`config.mk`:
```
export PLATFORM = sky130hd
export DESIGN_NAME = dp_controller
export DESIGN_NICKNAME = d
export VERILOG_FILES = /design/src/rtl/dp_ctrl_pkg.sv /design/src/rtl/dp_controller_cond_check.sv /design/src/rtl/dp_controller.sv
export SDC_FILE = /design/constraint.sdc
export NUM_CORES = 1
export LEC_CHECK = 0
export ABC_AREA = 1
export CELL_PAD_IN_SITES_DETAIL_PLACEMENT = 0
export CELL_PAD_IN_SITES_GLOBAL_PLACEMENT = 1
export CORE_AREA = 2 2 112 114
export DETAILED_ROUTE_END_ITERATION = 10
export DIE_AREA = 0 0 114 116
export PLACE_DENSITY = 0.84
export RECOVER_POWER = 25
export SLEW_MARGIN = 30
export SYNTH_ARGS = -nofsm -noshare
export SYNTH_HDL_FRONTEND = slang
export SYNTH_SLANG_ARGS = --single-unit
```
`constraint.sdc`:
```
create_clock -name clk -period 2.1 [get_ports clk]
set_input_delay 0.42 -clock clk [delete_from_list [all_inputs] [get_ports clk]]
set_output_delay 0.42 -clock clk [all_outputs]
set_load 0.02 [all_outputs]
```
`src/rtl/dp_ctrl_pkg.sv`:
```
// Shared encodings for the data-processing control sequencer: FSM states,
// ALU/shifter op codes, ARM opcodes, condition codes and decode helpers.
package dp_ctrl_pkg;

  typedef enum logic [2:0] {
    IDLE   = 3'd0,
    LOAD   = 3'd1,
    EXEC   = 3'd2,
    SKIP   = 3'd3,
    REJECT = 3'd4
  } state_t;

  localparam logic [2:0] ALU_ADD = 3'b000;
  localparam logic [2:0] ALU_SUB = 3'b001;
  localparam logic [2:0] ALU_AND = 3'b010;
  localparam logic [2:0] ALU_ORR = 3'b011;
  localparam logic [2:0] ALU_EOR = 3'b100;

  localparam logic [1:0] SH_LSL = 2'b00;
  localparam logic [1:0] SH_LSR = 2'b01;
  localparam logic [1:0] SH_ASR = 2'b10;
  localparam logic [1:0] SH_ROR = 2'b11;

  localparam logic [3:0] OP_AND = 4'b0000;
  localparam logic [3:0] OP_EOR = 4'b0001;
  localparam logic [3:0] OP_SUB = 4'b0010;
  localparam logic [3:0] OP_ADD = 4'b0100;
  localparam logic [3:0] OP_CMP = 4'b1010;
  localparam logic [3:0] OP_ORR = 4'b1100;
  localparam logic [3:0] OP_MOV = 4'b1101;

  localparam logic [3:0] CC_EQ = 4'h0;
  localparam logic [3:0] CC_NE = 4'h1;
  localparam logic [3:0] CC_CS = 4'h2;
  localparam logic [3:0] CC_CC = 4'h3;
  localparam logic [3:0] CC_MI = 4'h4;
  localparam logic [3:0] CC_PL = 4'h5;
  localparam logic [3:0] CC_VS = 4'h6;
  localparam logic [3:0] CC_VC = 4'h7;
  localparam logic [3:0] CC_HI = 4'h8;
  localparam logic [3:0] CC_LS = 4'h9;
  localparam logic [3:0] CC_GE = 4'hA;
  localparam logic [3:0] CC_LT = 4'hB;
  localparam logic [3:0] CC_GT = 4'hC;
  localparam logic [3:0] CC_LE = 4'hD;
  localparam logic [3:0] CC_AL = 4'hE;

  // CMP without S would have no architectural effect, so it is rejected.
  function automatic logic is_legal(input logic [1:0] cls, input logic [3:0] op,
                                    input logic s);
    logic op_ok;
    case (op)
      OP_AND, OP_EOR, OP_SUB, OP_ADD, OP_ORR, OP_MOV: op_ok = 1'b1;
      OP_CMP:                                         op_ok = s;
      default:                                        op_ok = 1'b0;
    endcase
    return (cls == 2'b00) && op_ok;
  endfunction

  function automatic logic [2:0] alu_op_of(input logic [3:0] op);
    case (op)
      OP_SUB, OP_CMP: return ALU_SUB;
      OP_AND:         return ALU_AND;
      OP_ORR:         return ALU_ORR;
      OP_EOR:         return ALU_EOR;
      default:        return ALU_ADD;
    endcase
  endfunction

  function automatic logic [31:0] ror_imm(input logic [7:0] imm8, input logic [3:0] rot);
    logic [31:0] v;
    logic [4:0]  sh;
    v  = {24'b0, imm8};
    sh = {rot, 1'b0};
    return (v >> sh) | (v << (6'd32 - {1'b0, sh}));
  endfunction

endpackage

```
`src/rtl/dp_controller_cond_check.sv`:
```
// ARM condition evaluation: NZCV flags + 4-bit cond field -> pass.
// The 1111 (NV) encoding always fails.
module cond_check
  import dp_ctrl_pkg::*;
(
  input  logic [3:0] cond,
  input  logic [3:0] nzcv,
  output logic       pass
);
  logic n, z, c, v;
  assign {n, z, c, v} = nzcv;

  always_comb begin
    pass = 1'b0;
    case (cond)
      CC_EQ: pass = z;
      CC_NE: pass = !z;
      CC_CS: pass = c;
      CC_CC: pass = !c;
      CC_MI: pass = n;
      CC_PL: pass = !n;
      CC_VS: pass = v;
      CC_VC: pass = !v;
      CC_HI: pass = c && !z;
      CC_LS: pass = !c || z;
      CC_GE: pass = (n == v);
      CC_LT: pass = (n != v);
      CC_GT: pass = !z && (n == v);
      CC_LE: pass = z || (n != v);
      CC_AL: pass = 1'b1;
      default: pass = 1'b0;
    endcase
  end
endmodule

```
`src/rtl/dp_controller.sv`:
```
// Sequencer issuing one ARM data-processing instruction into the datapath
// (IDLE -> LOAD -> EXEC, or SKIP/REJECT). Conditional execution under COND_EXEC_EN.
module dp_controller
  import dp_ctrl_pkg::*;
#(
  parameter int NZCV_LSB = 28
) (
  input  logic        clk,
  input  logic        rst,
  input  logic        instr_valid,
  output logic        instr_ready,
  input  logic [31:0] instr,
  input  logic [31:0] status_out,
  output logic        done,
  output logic        skipped,
  output logic        illegal,
  output logic [3:0]  A_addr,
  output logic [3:0]  B_addr,
  output logic [3:0]  shift_addr,
  output logic [3:0]  w_addr,
  output logic        en_A,
  output logic        en_B,
  output logic        en_S,
  output logic        w_en,
  output logic        en_status,
  output logic        wb_sel,
  output logic        sel_A,
  output logic        sel_B,
  output logic        sel_shift,
  output logic [1:0]  shift_op,
  output logic [31:0] shift_imme,
  output logic [31:0] imme_data,
  output logic [2:0]  ALU_op
);

  state_t      state_q, state_d;
  logic [31:0] ir_q, ir_d;
  logic        in_legal, cond_pass;
  logic        unused_bits;

  assign in_legal = is_legal(instr[27:26], instr[24:21], instr[20]);

`ifdef COND_EXEC_EN
  cond_check u_cond (
    .cond (instr[31:28]),
    .nzcv (status_out[NZCV_LSB+3 -: 4]),
    .pass (cond_pass)
  );
`else
  assign cond_pass = 1'b1;
`endif

  // Condition and class bits are consumed at accept time, not from ir.
  assign unused_bits = ^{ir_q[31:26], status_out};

  always_ff @(posedge clk) begin
    if (rst) begin
      state_q <= IDLE;
      ir_q    <= '0;
    end else begin
      state_q <= state_d;
      ir_q    <= ir_d;
    end
  end

  always_comb begin
    state_d = state_q;
    ir_d    = ir_q;
    case (state_q)
      IDLE: if (instr_valid) begin
        ir_d = instr;
        if (!in_legal)       state_d = REJECT;
        else if (!cond_pass) state_d = SKIP;
        else                 state_d = LOAD;
      end
      LOAD:    state_d = EXEC;
      default: state_d = IDLE;
    endcase
  end

  logic       i_bit, s_bit, drive_dp;
  logic [3:0] opcode;
  assign i_bit  = ir_q[25];
  assign opcode = ir_q[24:21];
  assign s_bit  = ir_q[20];

  always_comb begin
    instr_ready = 1'b0;
    done        = 1'b0;
    skipped     = 1'b0;
    illegal     = 1'b0;
    en_A        = 1'b0;
    en_B        = 1'b0;
    en_S        = 1'b0;
    w_en        = 1'b0;
    en_status   = 1'b0;
    wb_sel      = 1'b0;
    drive_dp    = 1'b0;
    A_addr      = '0;
    B_addr      = '0;
    shift_addr  = '0;
    w_addr      = '0;
    sel_A       = 1'b0;
    sel_B       = 1'b0;
    sel_shift   = 1'b0;
    shift_op    = '0;
    shift_imme  = '0;
    imme_data   = '0;
    ALU_op      = '0;
    case (state_q)
      IDLE: instr_ready = 1'b1;
      LOAD: begin
        drive_dp = 1'b1;
        en_A     = 1'b1;
        en_B     = 1'b1;
        en_S     = 1'b1;
      end
      EXEC: begin
        drive_dp  = 1'b1;
        w_en      = (opcode != OP_CMP);
        en_status = s_bit;
        done      = 1'b1;
      end
      SKIP: begin
        done    = 1'b1;
        skipped = 1'b1;
      end
      REJECT: begin
        done    = 1'b1;
        illegal = 1'b1;
      end
      default: ;
    endcase
    // Selects and addresses stay put across LOAD and EXEC so the datapath
    // sees a stable operand path for the whole instruction.
    if (drive_dp) begin
      A_addr     = ir_q[19:16];
      B_addr     = ir_q[3:0];
      shift_addr = ir_q[11:8];
      w_addr     = ir_q[15:12];
      shift_op   = ir_q[6:5];
      sel_shift  = !i_bit && ir_q[4];
      if (!i_bit && !ir_q[4]) shift_imme = {27'b0, ir_q[11:7]};
      sel_B      = i_bit;
      sel_A      = (opcode == OP_MOV);
      imme_data  = ror_imm(ir_q[7:0], ir_q[11:8]);
      ALU_op     = alu_op_of(opcode);
    end
  end

endmodule
```
Word level (Yosys, flattened, before mapping) --
Cells that the tools add are included.
Cells by class: magnitude comparators 0, eq/ne operators 17, divide/modulo/power cells 0, $add $sub $neg 1, $mul 0, mux-type cells 25, reduce and logical (&&, ||, !) cells 14, shift operators 2, bitwise logic cells 1
Operators with widths (number):
- two-way mux 32 bit | 1
- OR 32 bit | 1
- << shifter 8 x 6 -> 32 bit | 1
- right shift 8 x 5 -> 32 bit | 1
- == test 4 bit, second input constant | 6
- two-way mux 4 bit | 4
- one-hot mux 3 bit (4 select lines) | 1
- two-way mux 1 bit | 11
- two-way mux 5 bit | 2
- two-way mux 3 bit | 3
- == test 4 x 1 -> 1 bit, second input constant | 2
- == test 4 x 2 -> 1 bit, second input constant | 2
- zero test 4 bit | 2
- == test 3 x 2 -> 1 bit, second input constant | 2
- one-hot mux 3 bit (2 select lines) | 1
- OR reduction 6 bit | 1
- subtractor 6 x 5 -> 6 bit, first input constant | 1
- == test 4 x 3 -> 1 bit, second input constant | 1
- != test 4 bit, second input constant | 1
- OR reduction 2 bit | 2
- == test 3 x 1 -> 1 bit, second input constant | 1
- == test 3 bit, second input constant | 1
- logical AND 1 bit | 3
- zero test 3 bit | 1
- other kinds (7) | 8
Storage, ports and cells: output and inout port bits 98, bits of input ports 67, word-level logic and storage cells 62, memories kept 0, bits in read-only memories 0, bits in latches 0, bits in writable memories 0, register bits after elaboration 29

Longest topological paths before layout --
Gate-level depths: netlist (run 1).
depth after elaboration 7, gate-level depth with buffers 11, gate-level depth less buffers 10

Worst setup path before layout (run 1) --
OpenSTA, ideal clock, no wires.
path kind register -> output, start register ir_q[8], end output port imme_data[13], buffers on the path 2, data required time 1.680 ns, arrival 1.782 ns, path slack -0.102 ns, stages on the path, launching flop included 11, cell sequence dfxtp_1 > inv_1 > buf_2 > ha_1 > inv_1 > clkbuf_1 > nand3_1 > nand2_1 > o21ai_0 > nand2_1 > nor2_1
On the way: longest elaborated chain between the ends 4, elaborated cells on any way between the ends 5, classes of those cells add/sub (1); shift (2); mux (1); bitwise (1)
Ends and longest elaborated chain:
- start: declaration | RTL line dp_controller.sv:37 | logic [31:0] ir_q, ir_d;
- start signal: assignment | RTL line dp_controller.sv:62 | ir_q <= ir_d;
- subtractor 6 x 5 -> 6 bit | RTL line dp_ctrl_pkg.sv:75 | return (v >> sh) | (v << (6'd32 - {1'b0, sh}));
- << shifter 8 x 6 -> 32 bit | RTL line dp_ctrl_pkg.sv:75
- OR 32 bit (*) | RTL line dp_ctrl_pkg.sv:75
- two-way mux 32 bit (*) | RTL line dp_controller.sv:136 | if (drive_dp) begin
- end: declaration | RTL line dp_controller.sv:32 | output logic [31:0] imme_data,
Mark *: on every way between the ends. The rest lies on a longest branch, timed or not.

Final worst setup path (run 1) --
start register ir_q[9], end output port imme_data[2]
The elaborated chain is that of the path after synthesis.

==> key figures, run 1 <==
Synth
  – Xor and xnor fraction of the mapped netlist area: 0
  – Syn Inst Count: 400
  – Async SR Flop Fraction: 0
  – Mux contribution to synthesized area: 0
  – Sequential area share after synthesis: 0.246
  – Yosys reg bits: 29
  – Synth Area in Simple Gates: 0.331
  – Post-synth EDFFs: 0
  – Synth unique cells: 30
  – Syn Area/Cell: 5.90 µm²
  – Post-synthesis cell area: around 0.0024 mm²
  – Adder-cell share of the synthesized area: 0.00530
  – Most common flop cell mapped by yosys: dfxtp_1
  – Largest family of logic cells by synthesized area: simple AND/OR/NAND/NOR gates
  – Synth Area in Compound Gates: 0.194
  – Total of warnings raised by yosys: 0

Routing
  – Vias: between 2,000 and 3,000
  – Remaining antenna violation count: 0
  – DRC Markers: 0
  – Post-DR vias/cell: between 4 and 5
  – Routed wire length: slightly above 8000 µm
  – Wirelength per Cell: roughly 12 µm
  – First-pass detailed-route iteration total: 4
  – DR iter-0 viols: just over 90

Cells and area
  – Layout cells sized above 1: 0.341
  – Area occupied by multi-input gates: ~0.0016 mm²
  – Fin nets: slightly above 600
  – Layout area overhead: 78.0%
  – Area occupied by registers: about 580 µm²
  – Most common cell after layout, fill and taps aside: nand2_1
  – Most frequent cells in the layout: nand2_1, buf_4, inv_1
  – Fillers: 1,272
  – Number of diodes: 0

CTS
  – Clock latency reported for the late side of the worst-skew pair: 0.27 ns
  – Post-cts hold buffer count: 0
  – Clock buffer depth: 2
  – Clk pin slew, worst setup/hold paths: about 0.050 ns
  – CTS tree: built
  – CTS buffer count: 5
  – Clk Tree Root Cell: clkbuf_16
  – CTS sink count: 29
  – CTS H-tree depth: 2

Outcome
  – Failing checks: setup timing
  – Status: complete, but fails checks

Min path
  – Hold Crit Start: ir_q[19]
  – Worst hold endpoint: ir_q[19]
  – Worst Hold Depth: 2
  – Worst min path class: flip-flop to flip-flop

Critical path
  – R2R cell count: 6
  – Beginning of the worst register-to-register path: state_q[0]
  – Crit path kind: flip-flop to primary output
  – Critical path fanouts, max: 5
  – Crit start category: flip-flop
  – FF-to-FF End: ir_q[10]
  – R2R Setup Slk: between 0.2 and 0.25 ns
  – CP arrival: between 1.5 and 2 ns
  – Kind of end point of the critical path: primary output
  – Required time of the critical path: around 1.7 ns

Placed design
  – Final HPWL from detailed placement: 6430 µm
  – Placer Congestion: ~0.87
  – IO Port Bufs: 100
  – Pre-CTS setup slack: -0.407 ns

Global routing
  – Vias in the first global route: between 2,000 and 3,000
  – Global-route wire length before repair: roughly 13,000 µm
  – Initial antenna violation count: 0
  – GRT overflow: 0
  – All-Layer GR Usage: 0.123
  – Largest net degree at the start of global routing: 53

Die
  – # rows: 40
  – Die Ht: 116 µm
  – Initial Util: 0.198
  – # IOs: between 150 and 200
  – Die ar.: roughly 0.013 mm²
  – Die X-Extent: around 110 µm
  – Core area: roughly 0.012 mm²

Power
  – Worst vdd ir: 0.371 mV
  – Total power: approximately 2.1 mW
  – Pwr dens: slightly above 500 mW/mm²
  – Leak Pwr: ~2.1 nW

STA
  – Setup ws final: -0.0629 ns
  – Slew headroom: 0.440
  – Min Tclk post-route: between 2 and 2.5 ns
  – Skew final: about 0.0050 ns
  – Slew Limit Fails: 0
  – Final period utilization: 1.03
  – Slew of the pin with the lowest slew margin: 0.840 ns
  – Max Freq: around 0.46 GHz
  – Unrepaired setup endpoints after global routing: true
  – Final hold vios: 0
  – Final setup violation count: 18

Run
  – Max_cap viols: 0
==> synth_stat cells (2+ instances only) <==
library cell | count | area share
nor3_1 | 12 | 0.025
nor2_2 | 2 | 0.0053
nor2_1 | 54 | 0.086
nand3_1 | 17 | 0.036
dfxtp_1 | 29 | 0.25
inv_1 | 48 | 0.076
nand2_1 | 79 | 0.13
o21ai_1 | 7 | 0.015
a31oi_1 | 2 | 0.0053
o21ai_0 | 43 | 0.091
nand2_2 | 4 | 0.011
buf_4 | 31 | 0.099
o211ai_1 | 2 | 0.0064
buf_2 | 7 | 0.015
inv_2 | 9 | 0.014
clkbuf_1 | 8 | 0.013
o21ai_2 | 4 | 0.015
nand2_4 | 2 | 0.0095
a21oi_1 | 29 | 0.062
==> worst max path at each step <==
| stage | slack (ns) | end | from | cells past startpoint |
|---|---|---|---|---|
| floorplan | -0.01 | imme_data[13] | ir_q[8] | 9 |
| detailed placement | -0.41 | imme_data[13] | ir_q[8] | 9 |
| finish | -0.06 | imme_data[2] | ir_q[9] | 11 |
| CTS | -0.08 | imme_data[2] | ir_q[9] | 11 |
| global placement | -0.35 | imme_data[3] | ir_q[8] | 9 |
| global route | -0.14 | imme_data[2] | ir_q[9] | 11 |
==> kinds of logic (layout without fill, tap and decap cells) <==
kind of cell | Yosys count | in the layout
AND/OR/NAND/NOR | 178 | 179
buffers and inverters | 104 | 224
other | 1 | 28
AO/OA/AOI/OAI | 87 | 87
adder cells (fa/ha/maj) | 1 | 1
flip-flops | 29 | 29
==> through the flow <==
stage | utilization | TNS, ns | std cells | cell area (µm²) | hold WS, ns
detailed placement | 0.310 | -10.94 | 670 | 3690 | 0.447
CTS | 0.337 | -0.613 | 691 | 4010 | 0.455
global route | 0.353 | -3.71 | 695 | 4200 | 0.469
finish | 0.353 | -0.543 | 695 | 4200 | 0.454
global placement | 0.310 | -10.06 | 670 | 3690 | 0.439
floorplan | - | -0.0145 | 427 | 2470 | 0.430
==> power by group <==
group	internal, mW	total [mW]	switching (mW)	leakage (nW)
clock network	0.462	0.675	0.213	0.0700
logic	0.345	0.825	0.480	1.77
registers	0.598	0.633	0.0350	0.241
==> metal layers <==
metal / vias to the layer above / routed length, µm / GRT usage
met4: 0 / 96 / 0.0260
met1: 1316 / 3520 / 0.159
met3: 10 / 619 / 0.0303
met2: 97 / 3950 / 0.211
li1: 1508 / - / -
met5: - / 0 / 0
==> registers in the layout, summed over array words and instances (netlist names) <==
| name | cells |
|---|---|
| ir_q | 26 |
| state_q | 3 |
==> final cells by class <==
cell class,instances,area share
tap,147,0.0438
clock buffer,7,0.0339
inverter,57,0.0563
multi-input combinational,295,0.385
timing repair buffer,160,0.342
sequential,29,0.139
==> worst max-delay path, cell delays in order, from the launching register on <==
cell and delay (ns):
dfxtp_2 0.32, buf_6 0.12, nor2_4 0.16, nand3_4 0.12
nand2_8 0.14, inv_4 0.04, nor2_4 0.08, buf_6 0.12
buf_6 0.10, nand2_2 0.05, o21ai_2 0.08, buf_6 0.14
==> timing repair <==
action	4_1_cts	5_1_grt
buffers inserted	13	4
gates cloned	1	0
resized for setup	251	94
pin swaps	20	30
hold endpoints to repair	0	0
endpoints found under the setup margin	61	57
(Power assumes the default switching activity.)
==> run 2, diff against run 1 <==
--- a/config.mk
+++ b/config.mk
@@ -9,6 +9,7 @@
 export CELL_PAD_IN_SITES_DETAIL_PLACEMENT = 0
 export CELL_PAD_IN_SITES_GLOBAL_PLACEMENT = 1
 export CORE_AREA = 2 2 112 114
+export CTS_BUF_LIST = sky130_fd_sc_hd__clkbuf_4 sky130_fd_sc_hd__clkbuf_8
 export DETAILED_ROUTE_END_ITERATION = 10
 export DIE_AREA = 0 0 114 116
 export PLACE_DENSITY = 0.84
==> run 2 against run 1 <==
The run still ends with setup timing left. Register-to-register slack about the same. Clock skew increased by 0.00087 ns. Hold slack improved by 0.00058 ns. Sequential cell count unchanged. Highest routed layer unchanged. First-iteration DRC count increased by 38%. Routed wire length increased by 5.1%. Critical endpoint is now imme_data[9].
==> key figures, run 2 (synthesized netlist as in run 1, its figures left out) <==
Outcome
  – Status: complete, but fails checks
  – Failing checks: setup timing

Min path
  – Worst min path class: flip-flop to flip-flop
  – Worst Hold Depth: 2 (unchanged)
  – Worst hold endpoint: ir_q[17]
  – Hold Crit Start: ir_q[17]

Cells and area
  – Fillers: 1,238 (-2.7%)
  – Layout cells sized above 1: 0.376 (+0.0351)
  – Most frequent cells in the layout: nand2_1, buf_4, inv_1, buf_6, o21ai_0
  – Max reg flops: 26 (unchanged)
  – Most common cell after layout, fill and taps aside: nand2_1
  – Number of diodes: 0 (unchanged)
  – Layout area overhead: 86.3%
  – Biggest register: ir_q
  – Largest registers: ir_q x26, state_q x3
  – Fin nets: 618 (+0.32%)

Power
  – Worst vdd ir: 0.392 mV (+5.6%)
  – Pwr dens: 463 mW/mm² (-8.8%)
  – Leak Pwr: 2.15 nW (+3.4%)
  – Total power: 2.03 mW (-4.6%)

Routing
  – Routed wire length: 8600 µm (+5.1%)
  – Met2 Wirelength: 4180 µm (+5.7%)
  – DR iter-0 viols: 128 (+38%)
  – First-pass detailed-route iteration total: 4 (unchanged)
  – Remaining antenna violation count: 0 (unchanged)
  – Met1 WL: 3650 µm (+3.7%)
  – Met3 WL: 592 µm (-4.4%)
  – Vias: 2,952 (+0.72%)
  – Wirelength per Cell: 12.3 µm (+4.8%)
  – DR top layer: met4
  – DRC Markers: 0 (unchanged)
  – Post-DR vias/cell: 4.24 (+0.43%)

Placed design
  – Placer Congestion: 0.872 (unchanged)
  – Pre-CTS setup slack: -0.407 ns (unchanged)
  – Final HPWL from detailed placement: 6430 µm (unchanged)
  – IO Port Bufs: 100 (unchanged)

Global routing
  – Initial antenna violation count: 0 (unchanged)
  – Largest net degree at the start of global routing: 53 (unchanged)
  – All-Layer GR Usage: 0.127 (+0.00341)
  – Global-route wire length before repair: 13,600 µm (+1.9%)
  – Vias in the first global route: 2,838 (+1.7%)
  – GRT overflow: 0 (unchanged)

Critical path
  – Worst-path cell chain: inv_2 -> ha_4 -> buf_6 -> buf_6 -> nor3_4 -> nand2_1 -> o21ai_2 -> and2_1 -> buf_6
  – Crit start category: flip-flop
  – Slowest cell delay on critical path: 0.33 ns (about the same)
  – FF-to-FF End: ir_q[10]
  – Crit-path leading delay family: simple AND/OR/NAND/NOR gates
  – Buf+Inv Stages, Crit Path: 4 (-1)
  – Most used cell, CP: buf_6
  – Critical path fanouts, max: 5 (unchanged)
  – R2R Setup Slk: 0.24 ns (about the same)
  – CP arrival: 1.76 ns (+0.02 ns)
  – Kind of end point of the critical path: primary output
  – Crit-path slowest cell: dfxtp_2
  – Required time of the critical path: 1.68 ns (about the same)
  – Crit path kind: flip-flop to primary output
  – R2R cell count: 6 (unchanged)
  – Beginning of the worst register-to-register path: state_q[0]

STA
  – Slew Limit Fails: 0 (unchanged)
  – Skew final: 0.00589 ns (+0.000870 ns)
  – Slew headroom: 0.442 (+0.00260)
  – Final hold vios: 0 (unchanged)
  – Hold_ws: 0.454 ns (+0.000580 ns)
  – Final period utilization: 1.04 (+0.00939)
  – Setup ws final: -0.0826 ns (-0.0197 ns)
  – Max Freq: 0.458 GHz (-0.90%)
  – Unrepaired setup endpoints after global routing: true
  – Slew of the pin with the lowest slew margin: 0.836 ns (-0.00390 ns)
  – Final setup violation count: 20 (+2)
  – Min Tclk post-route: 2.18 ns (+0.0197 ns)

Die
  – Core area: 0.0119 mm² (unchanged)
  – # IOs: 165 (unchanged)
  – Die ar.: 0.0132 mm² (unchanged)
  – Die Ht: 116 µm (unchanged)
  – # rows: 40 (unchanged)
  – Die X-Extent: 114 µm (unchanged)
  – Initial Util: 0.198 (unchanged)

CTS
  – CTS buffer count: 5 (unchanged)
  – Clock buffer depth: 2 (unchanged)
  – Clock latency reported for the late side of the worst-skew pair: 0.27 ns (about the same)
  – Clk pin slew, worst setup/hold paths: 0.06 ns (about the same)
  – Post-cts hold buffer count: 0 (unchanged)
  – CTS tree: built
  – CTS sink count: 29 (unchanged)
  – CTS H-tree depth: 2 (unchanged)
  – Clk Tree Root Cell: clkbuf_8

Run
  – Max_cap viols: 0 (unchanged)
## run 2: changes by cell type in the layout (fill, tap and decap cells not counted), moves of 5 or more
| cell | delta |
|---|---|
| buf_4 | -9 |
| buf_6 | +11 |
| clkbuf_16 | -5 |
| clkbuf_2 | -7 |
| clkbuf_8 | +5 |
| dlygate4sd2_1 | +5 |
| inv_2 | +6 |
| nor2_1 | -8 |
| nor2_4 | +6 |
| o21ai_1 | -5 |
## run 2: where the power goes
group	total (mW)	internal, mW	switching (mW)	leakage (nW)
combinational	0.946	0.410	0.536	1.86
clock	0.457	0.272	0.185	0.0477
sequential	0.632	0.597	0.0350	0.242
total	2.03	1.28	0.756	2.15
## run 2: final cells by class
class | count | area [µm²] | share of cell area
Multi-Input combinational cell | 294 | 1730 | 0.393
Timing Repair Buffer | 162 | 1560 | 0.354
Sequential cell | 29 | 586 | 0.133
Inverter | 57 | 241 | 0.0549
Tap cell | 147 | 184 | 0.0418
Clock buffer | 7 | 90.1 | 0.0205
Timing Repair inverter | 1 | 8.76 | 0.00199
## run 2: worst register-to-register path: cells and delay by family (launching register included)
family / cells / cell delay (ns)
AOI/OAI and AO/OA: 2 / 0.44
DFF: 1 / 0.34
buffers and inverters: 2 / 0.61
and+or+nand+nor: 2 / 0.33
## run 2: worst max-delay path by stage
stage                     startpoint             to  slack (ns)  depth (start not counted)
after CTS                    ir_q[9]  imme_data[17]       -0.11                         11
after detailed placement     ir_q[8]  imme_data[13]       -0.41                          9
after floorplan              ir_q[8]  imme_data[13]       -0.01                          9
after global routing         ir_q[8]   imme_data[9]       -0.20                          9
after global placement       ir_q[8]   imme_data[3]       -0.35                          9
final                        ir_q[8]   imme_data[9]       -0.08                          9
## run 2: stage by stage
| stage | cells | utilization | TNS (ns) | cell area [µm²] |
|---|---|---|---|---|
| 2_1_floorplan | 427 | - | -0.0145 | 2470 |
| 3_3_place_gp | 670 | 0.310 | -10.06 | 3690 |
| 3_5_place_dp | 670 | 0.310 | -10.94 | 3690 |
| 4_1_cts | 697 | 0.346 | -0.978 | 4130 |
| 5_1_grt | 697 | 0.369 | -4.66 | 4400 |
| 6_report | 697 | 0.369 | -0.702 | 4400 |
## run 2: metal layers
metal	GRT usage	vias to the layer above
li1	-	1508
met3	0.0309	16
met1	0.159	1327
met2	0.217	101
met4	0.0358	0
met5	0	-
## run 2: what timing repair did
| item | 4_1_cts | 5_1_grt |
|---|---|---|
| setup endpoints to repair | 61 | 59 |
| resized for setup | 287 | 97 |
| gates cloned | 1 | 1 |
| setup buffers | 19 | 1 |
| hold endpoints to repair | 0 | 0 |
| pin swaps | 22 | 32 |
==> run 3, diff against run 2 <==
==> constraint.sdc (replaced) <==
create_clock -name clk -period 1.8 [get_ports clk]
set_input_delay 0.36 -clock clk [delete_from_list [all_inputs] [get_ports clk]]
set_output_delay 0.36 -clock clk [all_outputs]
set_load 0.02 [all_outputs]
==> run 3 against run 2 <==
The run still ends with setup timing left. Critical path depth up 2. Count of clock-buffer cells in the layout unchanged. Global-route usage about the same. Combinational power up 13%. Final cell count up 0.43%. Register-to-register slack better by 0.09 ns. Sequential cell count unchanged. Power up 15%. Clock skew down 0.00081 ns. Die area unchanged. Via count up 1.9%. Sequential share of layout area down 0.17 points. Critical endpoint is now imme_data[26]. Largest power group unchanged.
==> key figures, run 3 (synthesized netlist as in run 1, its figures left out) <==
Outcome
  – Status: complete, but fails checks
  – Failing checks: setup timing

CTS
  – CTS tree: built
  – Post-cts hold buffer count: 0 (unchanged)
  – Clk pin slew, worst setup/hold paths: 0.06 ns (about the same)
  – CTS buffer count: 5 (unchanged)
  – CTS sink count: 29 (unchanged)
  – Clock latency reported for the late side of the worst-skew pair: 0.27 ns (about the same)
  – CTS H-tree depth: 2 (unchanged)
  – Clock buffer depth: 2 (unchanged)
  – Clk Tree Root Cell: clkbuf_8

Die
  – # rows: 40 (unchanged)
  – # IOs: 165 (unchanged)
  – Die ar.: 0.0132 mm² (unchanged)
  – Core area: 0.0119 mm² (unchanged)
  – Die Ht: 116 µm (unchanged)
  – Initial Util: 0.198 (unchanged)
  – Die X-Extent: 114 µm (unchanged)

Routing
  – DR iter-0 viols: 154 (+20%)
  – First-pass detailed-route iteration total: 4 (unchanged)
  – Post-DR vias/cell: 4.30 (+1.4%)
  – Vias: 3,007 (+1.9%)
  – Remaining antenna violation count: 0 (unchanged)
  – Routed wire length: 9090 µm (+5.7%)
  – DRC Markers: 0 (unchanged)
  – Wirelength per Cell: 13.0 µm (+5.2%)

Critical path
  – Kind of end point of the critical path: primary output
  – Crit-path leading delay family: buffers and inverters
  – Crit-path slowest cell: dfxtp_2
  – Critical path fanouts, max: 5 (unchanged)
  – Crit path kind: flip-flop to primary output
  – CP arrival: 1.71 ns (-0.05 ns)
  – Crit start category: flip-flop
  – Most used cell, CP: buf_6
  – Required time of the critical path: 1.44 ns (-0.24 ns)
  – Worst-path cell chain: inv_2 -> ha_4 -> inv_1 -> nand2_2 -> nand2_4 -> buf_6 -> nor2_1 -> a31oi_1 -> buf_4 -> nor2_2 -> buf_6
  – Buf+Inv Stages, Crit Path: 5 (+1)
  – Slowest cell delay on critical path: 0.33 ns (about the same)

Power
  – Total power: 2.34 mW (+15%)
  – Pwr dens: 519 mW/mm² (+12%)
  – Leak Pwr: 2.10 nW (-2.3%)
  – Worst vdd ir: 0.256 mV (-35%)

STA
  – Hold_ws: 0.450 ns (-0.00433 ns)
  – Skew final: 0.00508 ns (-0.000813 ns)
  – Final period utilization: 1.15
  – Min Tclk post-route: 2.07 ns
  – Max Freq: approximately 0.48 GHz
  – Unrepaired setup endpoints after global routing: true
  – Final hold vios: 0 (unchanged)
  – Slew Limit Fails: 0 (unchanged)
  – Final setup violation count: 33 (+65%)
  – Setup ws final: -0.266 ns (-0.183 ns)

Cells and area
  – Layout cells sized above 1: 0.477 (+0.101)
  – Max reg flops: 26 (unchanged)
  – Fillers: 1,258 (+1.6%)
  – Most common cell after layout, fill and taps aside: buf_4
  – Number of diodes: 0 (unchanged)
  – Layout area overhead: 91.2%
  – Biggest register: ir_q
  – Most frequent cells in the layout: buf_4, nand2_1, buf_6
  – Fin nets: 621 (+0.49%)
  – Largest registers: ir_q x26, state_q x3
  – Area occupied by multi-input gates: 0.00185 mm² (+6.9%)
  – Area occupied by registers: 593 µm² (+1.3%)
  – Final non-filler cell total: 700 (+0.43%)

Placed design
  – Placed Instances: 676 (+0.90%)
  – IO Port Bufs: 100 (unchanged)
  – Placer Congestion: 0.893 (+2.3%)
  – Final HPWL from detailed placement: 6790 µm (+5.5%)

Global routing
  – GRT overflow: 0 (unchanged)
  – All-Layer GR Usage: 0.127 (about the same)
  – Vias in the first global route: 2,825 (-0.46%)
  – Initial antenna violation count: 0 (unchanged)
  – Largest net degree at the start of global routing: 53 (unchanged)
  – Global-route wire length before repair: 13,600 µm (+0.61%)

Run
  – Max_cap viols: 0 (unchanged)

Min path
  – Worst min path class: flip-flop to flip-flop
[run 3: changes by cell type in the layout (fill, tap and decap cells not counted), sizes merged]
| cell | delta |
|---|---|
| clkdlybuf4s15 | -2 |
| buf | +30 |
| clkinv | -1 |
| bufbuf | -1 |
| dlygate4sd1 | -2 |
| clkbuf | -2 |
| dlygate4sd2 | -11 |
| dlygate4sd3 | -1 |
| dlymetal6s2s | -4 |
| clkdlybuf4s50 | -4 |
| nor2 | +1 |
[run 3: timing repair]
item	4_1_cts	5_1_grt
hold endpoints to repair	0	0
setup endpoints to repair	70	62
setup buffers	8	4
resized for setup	394	111
pin swaps	19	18
gates cloned	2	3
[run 3: final timing paths]
kind | to | from | slack, ns | cells after the start
setup / recovery | imme_data[26] | ir_q[8] | -0.27 | 11
hold / removal | ir_q[17] | ir_q[17] | 0.45 | 2
setup reg to reg | ir_q[23] | state_q[0] | 0.33 | 7
hold reg to reg | ir_q[17] | ir_q[17] | 0.45 | 2
[run 3: per-stage QoR]
stage	cell area [µm²]	TNS, ns	setup WS, ns	util
finish	4510	-7.00	-0.266	0.379
global route	4510	-9.95	-0.345	0.379
CTS	4080	-6.57	-0.246	0.342
detailed placement	3800	-19.66	-0.497	0.319
global placement	3800	-18.96	-0.518	0.319
floorplan	2540	-0.203	-0.0348	-
[run 3: layout make-up]
cell class,count,area share
multi-input combinational,295,0.410
inverter,57,0.0546
sequential,29,0.131
timing repair buffer,165,0.344
tap,147,0.0408
clock buffer,7,0.0200
[run 3: worst min-delay path, delay by kind of cell (launching register included)]
kind                   cells  cell delay (ns)
AO/OA/AOI/OAI              1             0.05
buffers and inverters      1             0.06
flip-flops                 1             0.30
[run 3: report_power, final]
group	switching, mW	internal, mW	leakage, nW
combinational	0.631	0.435	1.81
clock	0.223	0.318	0.0477
sequential	0.0416	0.694	0.243
total	0.895	1.45	2.10
[run 3: layer usage]
layer,wire (µm),vias to the layer above,track usage,part of all wire
met4,178,0,0.0366,0.020
met5,0,-,0,0
met2,4620,86,0.230,0.51
met1,3810,1382,0.154,0.42
met3,474,10,0.0220,0.052
li1,-,1529,-,-
